[config.mk]
export PLATFORM = sky130hd
export DESIGN_NAME = align_prep_stage
export DESIGN_NICKNAME = d
export VERILOG_FILES = /design/src/rtl/fpu_pkg.sv /design/src/rtl/exponent_comparator.sv /design/src/rtl/align_prep_stage.sv
export SDC_FILE = /design/constraint.sdc
export NUM_CORES = 1
export LEC_CHECK = 0
export CAP_MARGIN = 20
export CELL_PAD_IN_SITES_DETAIL_PLACEMENT = 1
export CELL_PAD_IN_SITES_GLOBAL_PLACEMENT = 1
export CORE_MARGIN = 2
export CORE_UTILIZATION = 38
export CTS_CLUSTER_SIZE = 14
export DETAILED_ROUTE_END_ITERATION = 8
export HOLD_SLACK_MARGIN = 0.05
export PLACE_DENSITY_LB_ADDON = 0.1
export RECOVER_POWER = 100
export SYNTH_ARGS = -nofsm -noshare
export SYNTH_HDL_FRONTEND = slang
export SYNTH_SLANG_ARGS = --single-unit
[constraint.sdc]
create_clock -name clk -period 3.51 [get_ports clk]
set_input_delay 0.351 -clock clk [delete_from_list [all_inputs] [get_ports clk]]
set_output_delay 0.351 -clock clk [all_outputs]
set_load 0.01 [all_outputs]
[src/rtl/fpu_pkg.sv]
// Shared FPU definitions: operation codes, the align-prep buffer entry and
// the alignment shift saturation limit.
package fpu_pkg;

  typedef enum logic [2:0] {
    OP_ADD  = 3'd0,
    OP_SUB  = 3'd1,
    OP_MUL  = 3'd2,
    OP_DIV  = 3'd3,
    OP_SQRT = 3'd4,
    OP_MIN  = 3'd5,
    OP_MAX  = 3'd6,
    OP_CMP  = 3'd7
  } fpu_op_t;

  localparam int ALIGN_SHIFT_MAX = 31;

  typedef struct packed {
    fpu_op_t     op;
    logic        exchange;
    logic [4:0]  shift;
    logic        eff_sub;
    logic        sign_a;
    logic        sign_b;
    logic [7:0]  exp_a;
    logic [7:0]  exp_b;
    logic [23:0] frac_a;
    logic [23:0] frac_b;
  } align_prep_t;

  function automatic logic is_add_sub(fpu_op_t op);
    return (op == OP_ADD) || (op == OP_SUB);
  endfunction

endpackage

[src/rtl/exponent_comparator.sv]
// Combinational operand ordering, saturated alignment shift and effective
// subtraction decision for the add/sub path.
module exponent_comparator
  import fpu_pkg::*;
#(
  parameter int SHIFT_MAX = ALIGN_SHIFT_MAX
) (
  input  fpu_op_t     op,
  input  logic        sign_a,
  input  logic        sign_b,
  input  logic [7:0]  exponent_a,
  input  logic [7:0]  exponent_b,
  input  logic [23:0] fraction_a,
  input  logic [23:0] fraction_b,
  output logic        sign_b_eff,
  output logic        exchange_operands,
  output logic [4:0]  align_shift_count,
  output logic        effective_subtract
);

  logic       b_larger;
  logic [8:0] diff;

  always_comb begin
    sign_b_eff         = sign_b ^ (op == OP_SUB);
    b_larger           = (exponent_b > exponent_a) ||
                         ((exponent_b == exponent_a) && (fraction_b > fraction_a));
    diff               = (exponent_a >= exponent_b) ?
                         ({1'b0, exponent_a} - {1'b0, exponent_b}) :
                         ({1'b0, exponent_b} - {1'b0, exponent_a});
    exchange_operands  = 1'b0;
    align_shift_count  = 5'd0;
    effective_subtract = 1'b0;
    if (is_add_sub(op)) begin
      exchange_operands  = b_larger;
      align_shift_count  = (diff > 9'(SHIFT_MAX)) ? 5'(SHIFT_MAX) : diff[4:0];
      effective_subtract = sign_a ^ sign_b_eff;
    end
  end

endmodule

[src/rtl/align_prep_stage.sv]
// Align-prep pipeline stage: operand comparison results registered behind a
// two-entry (main + skid) valid/ready buffer.
module align_prep_stage
  import fpu_pkg::*;
#(
  parameter int SHIFT_MAX = ALIGN_SHIFT_MAX
) (
  input  logic        clk,
  input  logic        reset,
  input  logic        in_valid,
  output logic        in_ready,
  input  logic [2:0]  in_op,
  input  logic        sign_a,
  input  logic        sign_b,
  input  logic [7:0]  exponent_a,
  input  logic [7:0]  exponent_b,
  input  logic [23:0] fraction_a,
  input  logic [23:0] fraction_b,
  output logic        out_valid,
  input  logic        out_ready,
  output logic [2:0]  out_op,
  output logic        exchange_operands,
  output logic [4:0]  align_shift_count,
  output logic        effective_subtract,
  output logic        out_sign_a,
  output logic        out_sign_b,
  output logic [7:0]  out_exponent_a,
  output logic [7:0]  out_exponent_b,
  output logic [23:0] out_fraction_a,
  output logic [23:0] out_fraction_b
);

  fpu_op_t     op;
  logic        sign_b_eff;
  logic        cmp_exchange;
  logic [4:0]  cmp_shift;
  logic        cmp_eff_sub;
  align_prep_t new_entry;

  align_prep_t main_q, main_d;
  align_prep_t skid_q, skid_d;
  logic        main_valid_q, main_valid_d;
  logic        skid_valid_q, skid_valid_d;
  logic        in_ready_q, in_ready_d;
  logic        accept;
  logic        drain;

  assign op = fpu_op_t'(in_op);

  exponent_comparator #(
    .SHIFT_MAX(SHIFT_MAX)
  ) u_cmp (
    .op                (op),
    .sign_a            (sign_a),
    .sign_b            (sign_b),
    .exponent_a        (exponent_a),
    .exponent_b        (exponent_b),
    .fraction_a        (fraction_a),
    .fraction_b        (fraction_b),
    .sign_b_eff        (sign_b_eff),
    .exchange_operands (cmp_exchange),
    .align_shift_count (cmp_shift),
    .effective_subtract(cmp_eff_sub)
  );

  always_comb begin
    new_entry.op       = op;
    new_entry.exchange = cmp_exchange;
    new_entry.shift    = cmp_shift;
    new_entry.eff_sub  = cmp_eff_sub;
    new_entry.sign_a   = sign_a;
    new_entry.sign_b   = sign_b_eff;
    new_entry.exp_a    = exponent_a;
    new_entry.exp_b    = exponent_b;
    new_entry.frac_a   = fraction_a;
    new_entry.frac_b   = fraction_b;
  end

  // Main always holds the oldest entry; skid only fills when main is stuck.
  always_comb begin
    main_d       = main_q;
    main_valid_d = main_valid_q;
    skid_d       = skid_q;
    skid_valid_d = skid_valid_q;
    accept       = in_valid && in_ready_q;
    drain        = main_valid_q && out_ready;

    if (drain) begin
      if (skid_valid_q) begin
        main_d       = skid_q;
        skid_valid_d = 1'b0;
      end else begin
        main_valid_d = 1'b0;
      end
    end

    if (accept) begin
      if (!main_valid_q || (drain && !skid_valid_q)) begin
        main_d       = new_entry;
        main_valid_d = 1'b1;
      end else begin
        skid_d       = new_entry;
        skid_valid_d = 1'b1;
      end
    end

    in_ready_d = !skid_valid_d;
  end

  always_ff @(posedge clk) begin
    if (reset) begin
      main_q       <= '0;
      skid_q       <= '0;
      main_valid_q <= 1'b0;
      skid_valid_q <= 1'b0;
      in_ready_q   <= 1'b1;
    end else begin
      main_q       <= main_d;
      skid_q       <= skid_d;
      main_valid_q <= main_valid_d;
      skid_valid_q <= skid_valid_d;
      in_ready_q   <= in_ready_d;
    end
  end

  assign in_ready           = in_ready_q;
  assign out_valid          = main_valid_q;
  assign out_op             = main_q.op;
  assign exchange_operands  = main_q.exchange;
  assign align_shift_count  = main_q.shift;
  assign effective_subtract = main_q.eff_sub;
  assign out_sign_a         = main_q.sign_a;
  assign out_sign_b         = main_q.sign_b;
  assign out_exponent_a     = main_q.exp_a;
  assign out_exponent_b     = main_q.exp_b;
  assign out_fraction_a     = main_q.frac_a;
  assign out_fraction_b     = main_q.frac_b;

endmodule

==> run_results.csv, run 1 <==
group,metric,value,unit
outcome,status,"complete, no violations",
clock_tree,ctsResizeCount,0,
layout,areaGrowthSynthToFinish,31.2,%
place,port_buffers,150,
floorplan,num_rows,51,
detailed_routing,via_per_inst,5.20,
timing,drv_slew,0,
clock_tree,clockBufferDepth,2,
setup_path,crit_fanout,9,
detailed_routing,dr.pass1.iters,4,
run,drv_cap,0,
layout,finish.instance_area,9740,um2
global_routing,grt_use_total,22.5,%
power_and_ir_drop,p_comb_share,17.0,%
timing,fmax,331,MHz
power_and_ir_drop,switching_power,1.25,mW
power_and_ir_drop,swShare,27.7,%
power_and_ir_drop,power.density,462,nW/um2
timing,rsz0062_at_grt,"false",
clock_tree,cts_buffers,17,
global_routing,globalRoute.totalOverflow,0,
synthesis,ys_seq_area_share,41.8,%
global_routing,grt_max_degree,62,
layout,drive_above_1_share,5.93,%
power_and_ir_drop,power.leakage,4.44,nW
floorplan,start_util,38.4,%
synthesis,ys_ff_latch,155,
timing,fin_worst_skew,0.00639,ns
timing,worstMarginPinSlew,1.13,ns
floorplan,die_h,144,um
global_routing,grt_pass1_vias,6840,
floorplan,dieArea,20700,um2
layout,finalNetCount,1115,
clock_tree,ctsHoldBuffers,0,
place,preCtsSetupSlack,0.243,ns
floorplan,core,19300,um2
timing,post-route-period-util,86.2,%
detailed_routing,wl,22.6,mm
synthesis,syn_nets,986,
detailed_routing,vias,6649,
detailed_routing,drtAntennaViolNets,0,
synthesis,synth_common_cells,"dfxtp_1 (155), nand2_1 (151), a21oi_1 (85)",
place,dpl_cell_area,9220,um2
floorplan,io_pins,151,
detailed_routing,drt-initial-drc-count,252,
floorplan,die_w,144,um
place,placed_cells,1246,
place,gp_congestion,0.794,
setup_path,required,3.80,ns
global_routing,grt_pass1_wl,36.4,mm
synthesis,netlist.area_leader.share,41.8,%
timing,min_period,3.02,ns
synthesis,syn_inst,871,
timing,layout_setup_ws,0.486,ns
clock_tree,root_buffer,"clkbuf_16",
synthesis,yosysUniqueCellTypes,51,
min_path,hold_path.class,"reg -> reg",
detailed_routing,remaining_drc_errors,0,
clock_tree,post_cts_buffers,0,
synthesis,yosysMostFrequentCell,"dfxtp_1",
setup_path,worstSetupPathType,"in -> reg",
timing,setup_tns,0,ns
place,dp_hpwl,15.9,mm
synthesis,synth_edf_count,0,
clock_tree,path_clk_slew,0.06,ns
setup_path,crit_path_end_kind,"register",
synthesis,avgSynthCellArea,8.52,um2
synthesis,synth_area,7420,um2
detailed_routing,wl_per_cell,17.7,um
synthesis,ys.flop_type,"dfxtp_1",
synthesis,synth_area_leaders,"dfxtp_1 (42%), mux2i_1 (11%), nand2_1 (7.6%)",
timing,hold_viol_final,0,
timing,slew_headroom,24.7,%
timing,setup_violations,0,
setup_path,crit_start,"exponent_a[4]",
clock_tree,clock_latency,0.42,ns
setup_path,startpoint_type,"input port",
power_and_ir_drop,p_int,3.26,mW
layout,instances_no_fill,1278,
global_routing,antenna_found_initial,0,
power_and_ir_drop,power_frac_seq,42.5,%
clock_tree,cts_tree,"yes",
setup_path,r2r_start,"out_valid",
synthesis,async_flop_share,0,%
clock_tree,cts_sinks,155,
setup_path,arrival,3.31,ns
synthesis,synth_top_area_cell,"dfxtp_1",
power_and_ir_drop,peakVddDrop,0.348,mV
min_path,min_from,"skid_q[70]",
clock_tree,h-tree-depth,4,
power_and_ir_drop,clkPwrFrac,40.5,%
synthesis,ys.warnings.count,0,
[critical path, stage by stage]
cell and delay, ns:
dlygate4sd3_1 0.62, inv_1 0.07, ha_1 0.42, o211a_1 0.16, o31a_1 0.13, or3_1 0.35, a2111oi_0 0.43, a32o_1 0.19
o311a_2 0.24, a21boi_0 0.25, o22ai_1 0.11
[placed cells by master, fill, tap and decap left out, types with 4 or more instances in the layout]
| cell type | instances |
|---|---|
| a211oi_1 | 72 |
| a21o_1 | 14 |
| a21oi_1 | 85 |
| a22o_1 | 5 |
| buf_4 | 12 |
| clkbuf_16 | 17 |
| clkbuf_2 | 4 |
| clkdlybuf4s50_1 | 69 |
| clkinvlp_4 | 4 |
| dfxtp_1 | 155 |
| dlygate4sd3_1 | 80 |
| ha_1 | 40 |
| inv_1 | 47 |
| mux2i_1 | 81 |
| nand2_1 | 151 |
| nand4_1 | 6 |
| nor2_1 | 77 |
| o21ai_0 | 12 |
| o2bb2ai_1 | 5 |
| xnor2_1 | 4 |
[metrics by stage]
stage          hold WS (ns)  utilization (%)  total power, mW
2_1_floorplan         0.425                -             2.36
3_3_place_gp          0.438             47.7             2.74
3_5_place_dp          0.440             47.7             2.76
4_1_cts               0.451             50.7             4.59
5_1_grt               0.476             50.4             4.71
6_report              0.449             50.4             4.50
[logic make-up (layout without fill, tap and decap cells)]
logic type / Yosys count / after routing / synth area share (%)
fa+ha+maj: 42 / 42 / 7.28
buf+inv: 106 / 247 / 5.53
other cells: 0 / 1 / 0
flops: 155 / 155 / 41.8
xor+xnor: 6 / 6 / 0.708
compound gates: 215 / 215 / 18.9
mux: 83 / 83 / 11.2
simple gates: 264 / 264 / 14.5
[path summary, 6_finish.rpt]
check                                             to  slack [ns]  cells past startpoint
worst max-delay path            align_shift_count[3]        0.49                     11
worst min-delay path                      skid_q[70]        0.45                      2
worst max register to register    out_fraction_b[23]        0.75                      4
worst min register to register            skid_q[70]        0.45                      2
[metal layers]
| layer | up-vias | wire [um] | global-route usage (%) |
|---|---|---|---|
| met1 | 3231 | 10400 | 28.7 |
| li1 | 3293 | - | - |
| met2 | 108 | 10800 | 37.7 |
| met3 | 17 | 1170 | 6.26 |
| met5 | - | 0 | 0 |
| met4 | 0 | 264 | 5.57 |
[layout make-up]
type	instances	area, um2
Timing Repair Buffer	169	1630
Inverter	47	176
Tap cell	265	332
Fill cell	2264	9600
Multi-Input combinational cell	610	3910
Clock inverter	11	111
Antenna cell	1	2.50
Clock buffer	20	467
Sequential cell	155	3100
[power groups by stage]
stage               Combinational [mW]  Clock [mW]  Sequential (mW)
floorplan                        0.381           0             1.98
global placement                 0.792           0             1.95
detailed placement               0.803           0             1.96
CTS                              0.811        1.86             1.92
global route                     0.852        1.94             1.92
finish                           0.766        1.82             1.91
[registers in the layout (all words and copies together) (netlist names)]
name,count
align_shift_count,5
effective_subtract,1
exchange_operands,1
in_ready,1
out_exponent_a,8
out_exponent_b,8
out_fraction_a,24
out_fraction_b,24
out_op,3
out_sign_a,1
out_sign_b,1
out_valid,1
skid_q,76
skid_valid_q,1
(Power assumes the default switching activity.)
==> run 2: changes to the inputs <==
--- a/config.mk
+++ b/config.mk
@@ -5,11 +5,13 @@
 export SDC_FILE = /design/constraint.sdc
 export NUM_CORES = 1
 export LEC_CHECK = 0
+export ABC_AREA = 1
+export ABC_CLOCK_PERIOD_IN_PS = 3510
 export CAP_MARGIN = 20
 export CELL_PAD_IN_SITES_DETAIL_PLACEMENT = 1
 export CELL_PAD_IN_SITES_GLOBAL_PLACEMENT = 1
 export CORE_MARGIN = 2
-export CORE_UTILIZATION = 38
+export CORE_UTILIZATION = 37
 export CTS_CLUSTER_SIZE = 14
 export DETAILED_ROUTE_END_ITERATION = 8
 export HOLD_SLACK_MARGIN = 0.05
==> run 2 against run 1 <==
  * Synthesized cell count increased by 22%
  * Maximum frequency increased by 9.5%
  * Critical path depth decreased by 4
  * Die area increased by 6.4%
  * Design area increased by 2.5%
  * First-iteration DRC count increased by 16%
  * Clock power increased by 6%
  * Sequential power increased by 4%
==> run_results.csv, run 2 <==
group,metric,value,unit
outcome,status,"complete, no violations",
setup_path,r2r_setup_slack,0.76,ns
synthesis,async_flop_share,0,%
floorplan,dieArea,22000,um2
floorplan,core,20400,um2
detailed_routing,vias,7370,
detailed_routing,via_per_inst,5.04,
layout,largest_reg_flops,76,
power_and_ir_drop,clkPwrFrac,39.8,%
timing,setup_violations,0,
layout,seq_area,3100,um2
min_path,min_from,"skid_q[14]",
power_and_ir_drop,p_int,3.38,mW
layout,final_common_cell,"o21ai_0",
power_and_ir_drop,swShare,30.1,%
setup_path,worstSetupPathType,"in -> reg",
min_path,holdPathEnd,"skid_q[14]",
detailed_routing,wl,23.7,mm
clock_tree,clock_latency,0.43,ns
timing,slew_headroom,6.05,%
synthesis,ys_seq_area_share,40.3,%
detailed_routing,drtAntennaViolNets,0,
setup_path,crit_path_end_kind,"register",
global_routing,grt_use_total,22.0,%
synthesis,synth_area,7700,um2
setup_path,critPathSlowestCell,"nand3_4",
place,dp_hpwl,16.7,mm
synthesis,ys_ff_latch,155,
setup_path,crit_chain,"clkdlybuf4s50_1, nand2_1, o21ai_0, nand3_4, buf_4, o21ai_0, a21oi_1",
synthesis,synth_top_area_cell,"dfxtp_1",
timing,setup_tns,0,ns
layout,largest-register,"skid_q",
clock_tree,h-tree-depth,4,
detailed_routing,remaining_drc_errors,0,
setup_path,arrival,3.07,ns
power_and_ir_drop,power.leakage,4.24,nW
setup_path,crit_fanout,67,
detailed_routing,dr.pass1.iters,6,
layout,finalNetCount,1294,
power_and_ir_drop,p_comb_share,19.3,%
setup_path,required,3.82,ns
layout,antenna_cells,0,
clock_tree,ctsResizeCount,0,
setup_path,path_buf_inv,2,
synthesis,syn_nets,1181,
power_and_ir_drop,power.density,485,nW/um2
global_routing,grt_pass1_wl,38.4,mm
timing,rsz0062_at_grt,"false",
global_routing,grt_pass1_vias,7206,
floorplan,die_w,148,um
layout,areaGrowthSynthToFinish,29.6,%
synthesis,synth_edf_count,0,
synthesis,avgSynthCellArea,7.23,um2
synthesis,netlist.area_leader.share,40.3,%
detailed_routing,wl_per_cell,16.2,um
setup_path,r2r_start,"out_valid",
synthesis,yosysUniqueCellTypes,30,
floorplan,start_util,37.8,%
clock_tree,root_buffer,"clkbuf_16",
setup_path,crit_top_cell,"o21ai_0",
clock_tree,path_clk_slew,0.07,ns
run,drv_cap,0,
setup_path,r2r_cells,6,
setup_path,slowest_delay,0.79,ns
place,gp_congestion,0.854,
timing,post-route-period-util,78.7,%
floorplan,num_rows,52,
power_and_ir_drop,peakVddDrop,0.305,mV
timing,fin_worst_skew,0.0120,ns
power_and_ir_drop,power_frac_seq,40.9,%
place,port_buffers,150,
synthesis,ys.flop_type,"dfxtp_1",
floorplan,io_pins,151,
min_path,hold_path.class,"reg -> reg",
clock_tree,cts_buffers,17,
power_and_ir_drop,switching_power,1.46,mW
global_routing,globalRoute.totalOverflow,0,
clock_tree,cts_tree,"yes",
synthesis,ys.warnings.count,0,
synthesis,yosysMostFrequentCell,"o21ai_0",
setup_path,startpoint_type,"input port",
clock_tree,clockBufferDepth,2,
global_routing,grt_max_degree,109,
layout,fill_cells,2513,
synthesis,synth_common_cells,"o21ai_0 (189), nand2_1 (181), dfxtp_1 (155)",
clock_tree,ctsHoldBuffers,0,
layout,multi_input_area,3800,um2
min_path,min_path_cells,2,
synthesis,syn_inst,1066,
clock_tree,post_cts_buffers,0,
timing,worstMarginPinSlew,1.41,ns
detailed_routing,drt-initial-drc-count,292,
layout,final_cell_mix,"o21ai_0 (202), nand2_1 (181), dfxtp_1 (155)",
timing,min_period,2.76,ns
setup_path,path_delay_family,"buffers and inverters",
setup_path,r2r_end,"out_fraction_a[10]",
place,dpl_cell_area,9400,um2
synthesis,synth_area_leaders,"dfxtp_1 (40%), o21ai_0 (12%), a21oi_1 (10%)",
global_routing,antenna_found_initial,0,
timing,hold_viol_final,0,
floorplan,die_h,148,um
timing,drv_slew,0,
timing,fmax,362,MHz
clock_tree,cts_sinks,155,
layout,finish.instance_area,9980,um2
layout,drive_above_1_share,6.29,%
==> run 2: cell types whose count changed in the layout (fill, tap and decap cells not counted), sizes merged, moves of 27 or more <==
cell | previous run | this run
a211oi | 72 | 0
a21oi | 86 | 154
inv | 51 | 147
mux2i | 81 | 8
nand2 | 151 | 194
nand3 | 4 | 31
nor2 | 78 | 44
o21ai | 14 | 207
==> run 2: power by group through the flow <==
stage | combinational (mW) | clock (mW) | sequential (mW)
finish | 0.935 | 1.93 | 1.98
global route | 1.05 | 2.05 | 2.00
CTS | 0.985 | 1.98 | 1.99
detailed placement | 0.976 | 0 | 2.03
global placement | 0.961 | 0 | 2.02
floorplan | 0.498 | 0 | 2.05
==> run 2: area by class of cell <==
type                            instances  share of cell area (%)
Inverter                              140                    5.28
Timing Repair Buffer                  159                    16.1
Clock inverter                         15                    1.83
Clock buffer                           17                    4.26
Sequential cell                       155                    31.1
Multi-Input combinational cell        706                    38.1
Tap cell                              270                    3.38
==> run 2: logic make-up after synthesis <==
group | Yosys count | synth area share [%]
DFF | 155 | 40.3
adders and majority gates | 42 | 7.02
xor gates and xnor gates | 7 | 0.796
AOI/OAI and AO/OA | 370 | 24.3
buffers and inverters | 205 | 10.5
muxes | 9 | 1.19
and+or+nand+nor | 278 | 15.9
==> run 2: how the worst max path moves through the flow <==
| stage | from | cells after the start | to | slack, ns |
|---|---|---|---|---|
| finish | out_ready | 7 | out_fraction_a[10] | 0.75 |
| global route | out_ready | 7 | effective_subtract | 0.48 |
| CTS | out_valid | 6 | out_fraction_a[10] | 1.13 |
| detailed placement | out_ready | 7 | out_exponent_b[4] | 0.72 |
| global placement | exponent_a[2] | 16 | skid_q[68] | 0.78 |
| floorplan | exponent_a[2] | 15 | skid_q[67] | 1.65 |
==> run 2: stage by stage <==
stage	hold WS (ns)	total power [mW]	setup slack, ns	util, %	cells
after floorplan	0.420	2.55	1.65	-	1066
after global placement	0.440	2.99	0.780	46.1	1430
after detailed placement	0.447	3.00	0.724	46.1	1430
after CTS	0.457	4.95	1.13	49.1	1462
after global routing	0.475	5.10	0.478	49.0	1462
final	0.455	4.85	0.748	49.0	1462
==> run 2: worst register-to-register path: cells and delay by family (launching register included) <==
kind / cells / cell delay, ns
compound gates: 3 / 0.85
buf+inv: 1 / 0.51
simple gates: 2 / 0.91
flops: 1 / 0.35
==> run 2: routing by layer <==
layer  up-vias  track usage [%]  wire length, um
li1       3728                -                -
met1      3518             30.3            11700
met2       108             36.2            11100
met3        16             3.56              671
met4         0             4.90              242
met5         -                0                0
==> run 3: changes to the inputs <==
--- a/config.mk
+++ b/config.mk
@@ -6,12 +6,12 @@
 export NUM_CORES = 1
 export LEC_CHECK = 0
 export ABC_AREA = 1
-export ABC_CLOCK_PERIOD_IN_PS = 3510
+export ABC_CLOCK_PERIOD_IN_PS = 2500
 export CAP_MARGIN = 20
 export CELL_PAD_IN_SITES_DETAIL_PLACEMENT = 1
 export CELL_PAD_IN_SITES_GLOBAL_PLACEMENT = 1
 export CORE_MARGIN = 2
-export CORE_UTILIZATION = 37
+export CORE_UTILIZATION = 34
 export CTS_CLUSTER_SIZE = 14
 export DETAILED_ROUTE_END_ITERATION = 8
 export HOLD_SLACK_MARGIN = 0.05
==> constraint.sdc (replaced) <==
create_clock -name clk -period 2.5 [get_ports clk]
set_input_delay 0.25 -clock clk [delete_from_list [all_inputs] [get_ports clk]]
set_output_delay 0.25 -clock clk [all_outputs]
set_load 0.01 [all_outputs]
==> run 3 against run 2 <==
  * Wire length grew 0.46%
  * Clock skew grew 0.0039 ns
  * Design area grew 0.99%
  * Core utilization shrank 4.1 points
  * Flip-flop and latch count is the same
  * Via count shrank 0.43%
  * Cell count grew 2.1%
  * Critical endpoint is now skid_q[67]
  * Die area grew 8.6%
  * Clock power grew 39%
  * Sequential share of layout area shrank 0.30 points
  * Power grew 40%
  * Combinational power grew 41%
==> run_results.csv, run 3 (synthesis gave the netlist of run 2 again) <==
group,metric,value,unit
setup_path,crit_path_end_kind,"register",
power_and_ir_drop,clkPwrFrac,39.6,%
floorplan,die_w,155,um
global_routing,grt_pass1_vias,7214,
timing,fmax,474,MHz
clock_tree,cts_buffers,17,
place,gp_congestion,0.864,
timing,setup_violations,0,
power_and_ir_drop,p_int,4.76,mW
clock_tree,root_buffer,"clkbuf_16",
run,drv_cap,0,
power_and_ir_drop,peakVddDrop,0.387,mV
setup_path,slowest_delay,0.60,ns
floorplan,die_h,155,um
clock_tree,cts_sinks,155,
clock_tree,cts_tree,"yes",
clock_tree,path_clk_slew,0.07,ns
detailed_routing,wl_per_cell,16.0,um
clock_tree,h-tree-depth,4,
layout,final_common_cell,"o21ai_0",
clock_tree,ctsResizeCount,0,
timing,fin_worst_skew,0.0159,ns
setup_path,arrival,2.46,ns
detailed_routing,vias,7338,
power_and_ir_drop,swShare,29.8,%
detailed_routing,via_per_inst,4.92,
clock_tree,post_cts_buffers,0,
min_path,hold_path.class,"in -> reg",
clock_tree,ctsHoldBuffers,0,
setup_path,crit_fanout,5,
timing,slew_headroom,53.4,%
power_and_ir_drop,switching_power,2.02,mW
floorplan,dieArea,23900,um2
setup_path,startpoint_type,"input port",
layout,final_util,44.9,%
clock_tree,clock_latency,0.43,ns
setup_path,crit_top_cell,"nand2_1",
setup_path,path_delay_family,"buffers and inverters",
detailed_routing,wl,23.8,mm
floorplan,start_util,34.3,%
power_and_ir_drop,power.leakage,4.30,nW
clock_tree,clockBufferDepth,2,
setup_path,critPathSlowestCell,"dlygate4sd3_1",
layout,finalNetCount,1307,
place,dp_hpwl,17.2,mm
layout,largest_reg_flops,76,
power_and_ir_drop,power_frac_seq,40.9,%
place,port_buffers,150,
power_and_ir_drop,p_comb_share,19.4,%
global_routing,globalRoute.totalOverflow,0,
detailed_routing,drtAntennaViolNets,0,
timing,drv_slew,0,
global_routing,grt_pass1_wl,38.7,mm
timing,worstMarginPinSlew,0.692,ns
layout,largest-register,"skid_q",
timing,rsz0062_at_grt,"false",
timing,post-route-period-util,84.4,%
layout,instances_no_fill,1492,
global_routing,grt_max_degree,91,
timing,min_period,2.11,ns
layout,fill_cells,2783,
timing,setup_tns,0,ns
global_routing,antenna_found_initial,1,
global_routing,grt_use_total,20.4,%
detailed_routing,dr.pass1.iters,4,
timing,layout_setup_ws,0.391,ns
floorplan,core,22400,um2
layout,drive_above_1_share,6.89,%
setup_path,crit_chain,"dlygate4sd3_1, inv_1, ha_1, nand2_1, nand2_1, inv_1, nand3_2, a21oi_1, nand2_1, nand2_2, inv_2, nand3_1, nand2_1, a21oi_1",
detailed_routing,drt-initial-drc-count,312,
layout,final_cell_mix,"o21ai_0 (203), nand2_1 (181), dfxtp_1 (155)",
floorplan,io_pins,151,
setup_path,path_buf_inv,4,
floorplan,num_rows,55,
power_and_ir_drop,power.density,673,nW/um2
place,preCtsSetupSlack,-0.0214,ns
setup_path,required,2.85,ns
detailed_routing,remaining_drc_errors,0,
outcome,status,"complete, no violations",
setup_path,worstSetupPathType,"in -> reg",
place,placed_cells,1458,
timing,hold_viol_final,0,
layout,areaGrowthSynthToFinish,30.9,%
## run 3: cell types whose count changed in the layout (fill, tap and decap cells not counted), moves of 3 or more
cell | before | now
buf_4 | 4 | 17
nand3_1 | 23 | 28
nand3_2 | 7 | 2
clkinv_4 | 1 | 4
## run 3: worst paths after layout
path / startpoint / endpoint / slack, ns / depth (start not counted)
setup / recovery: exponent_a[4] / skid_q[67] / 0.39 / 14
hold / removal: fraction_a[3] / skid_q[27] / 0.43 / 3
setup reg to reg: out_valid / out_exponent_b[0] / 0.41 / 6
hold reg to reg: skid_q[18] / skid_q[18] / 0.45 / 2
## run 3: worst min-delay path: stages
cell and delay, ns:
clkdlybuf4s50_1 0.42, inv_1 0.08, a21oi_1 0.06
## run 3: layout make-up
type | count | area, um2 | area share (%)
multi-input combinational | 706 | 3780 | 37.5
clock inverter | 14 | 178 | 1.76
timing repair buffer | 172 | 1700 | 16.9
tap | 285 | 357 | 3.54
inverter | 140 | 527 | 5.22
antenna | 2 | 5.00 | 0.0496
clock buffer | 18 | 429 | 4.26
sequential | 155 | 3100 | 30.8
## run 3: metal layers
layer / part of all wire [%] / GRT usage (%)
met1: 48 / 27.6
met2: 47 / 34.1
met3: 3.4 / 3.19
met4: 1.1 / 4.98
met5: 0 / 0
## run 3: metrics by stage
stage               area (um2)  power, mW  hold WS (ns)
finish                   10100       6.79         0.434
global route             10100       7.16         0.465
CTS                      10100       6.95         0.413
detailed placement        9510       4.24         0.445
global placement          9510       4.21         0.439
floorplan                 7700       3.58         0.319
## run 3: power groups by stage
stage | combinational (mW) | clock [mW] | sequential (mW)
5_1_grt | 1.49 | 2.87 | 2.81
2_1_floorplan | 0.699 | 0 | 2.88
4_1_cts | 1.40 | 2.76 | 2.79
3_5_place_dp | 1.39 | 0 | 2.84
6_report | 1.32 | 2.69 | 2.78
3_3_place_gp | 1.38 | 0 | 2.84
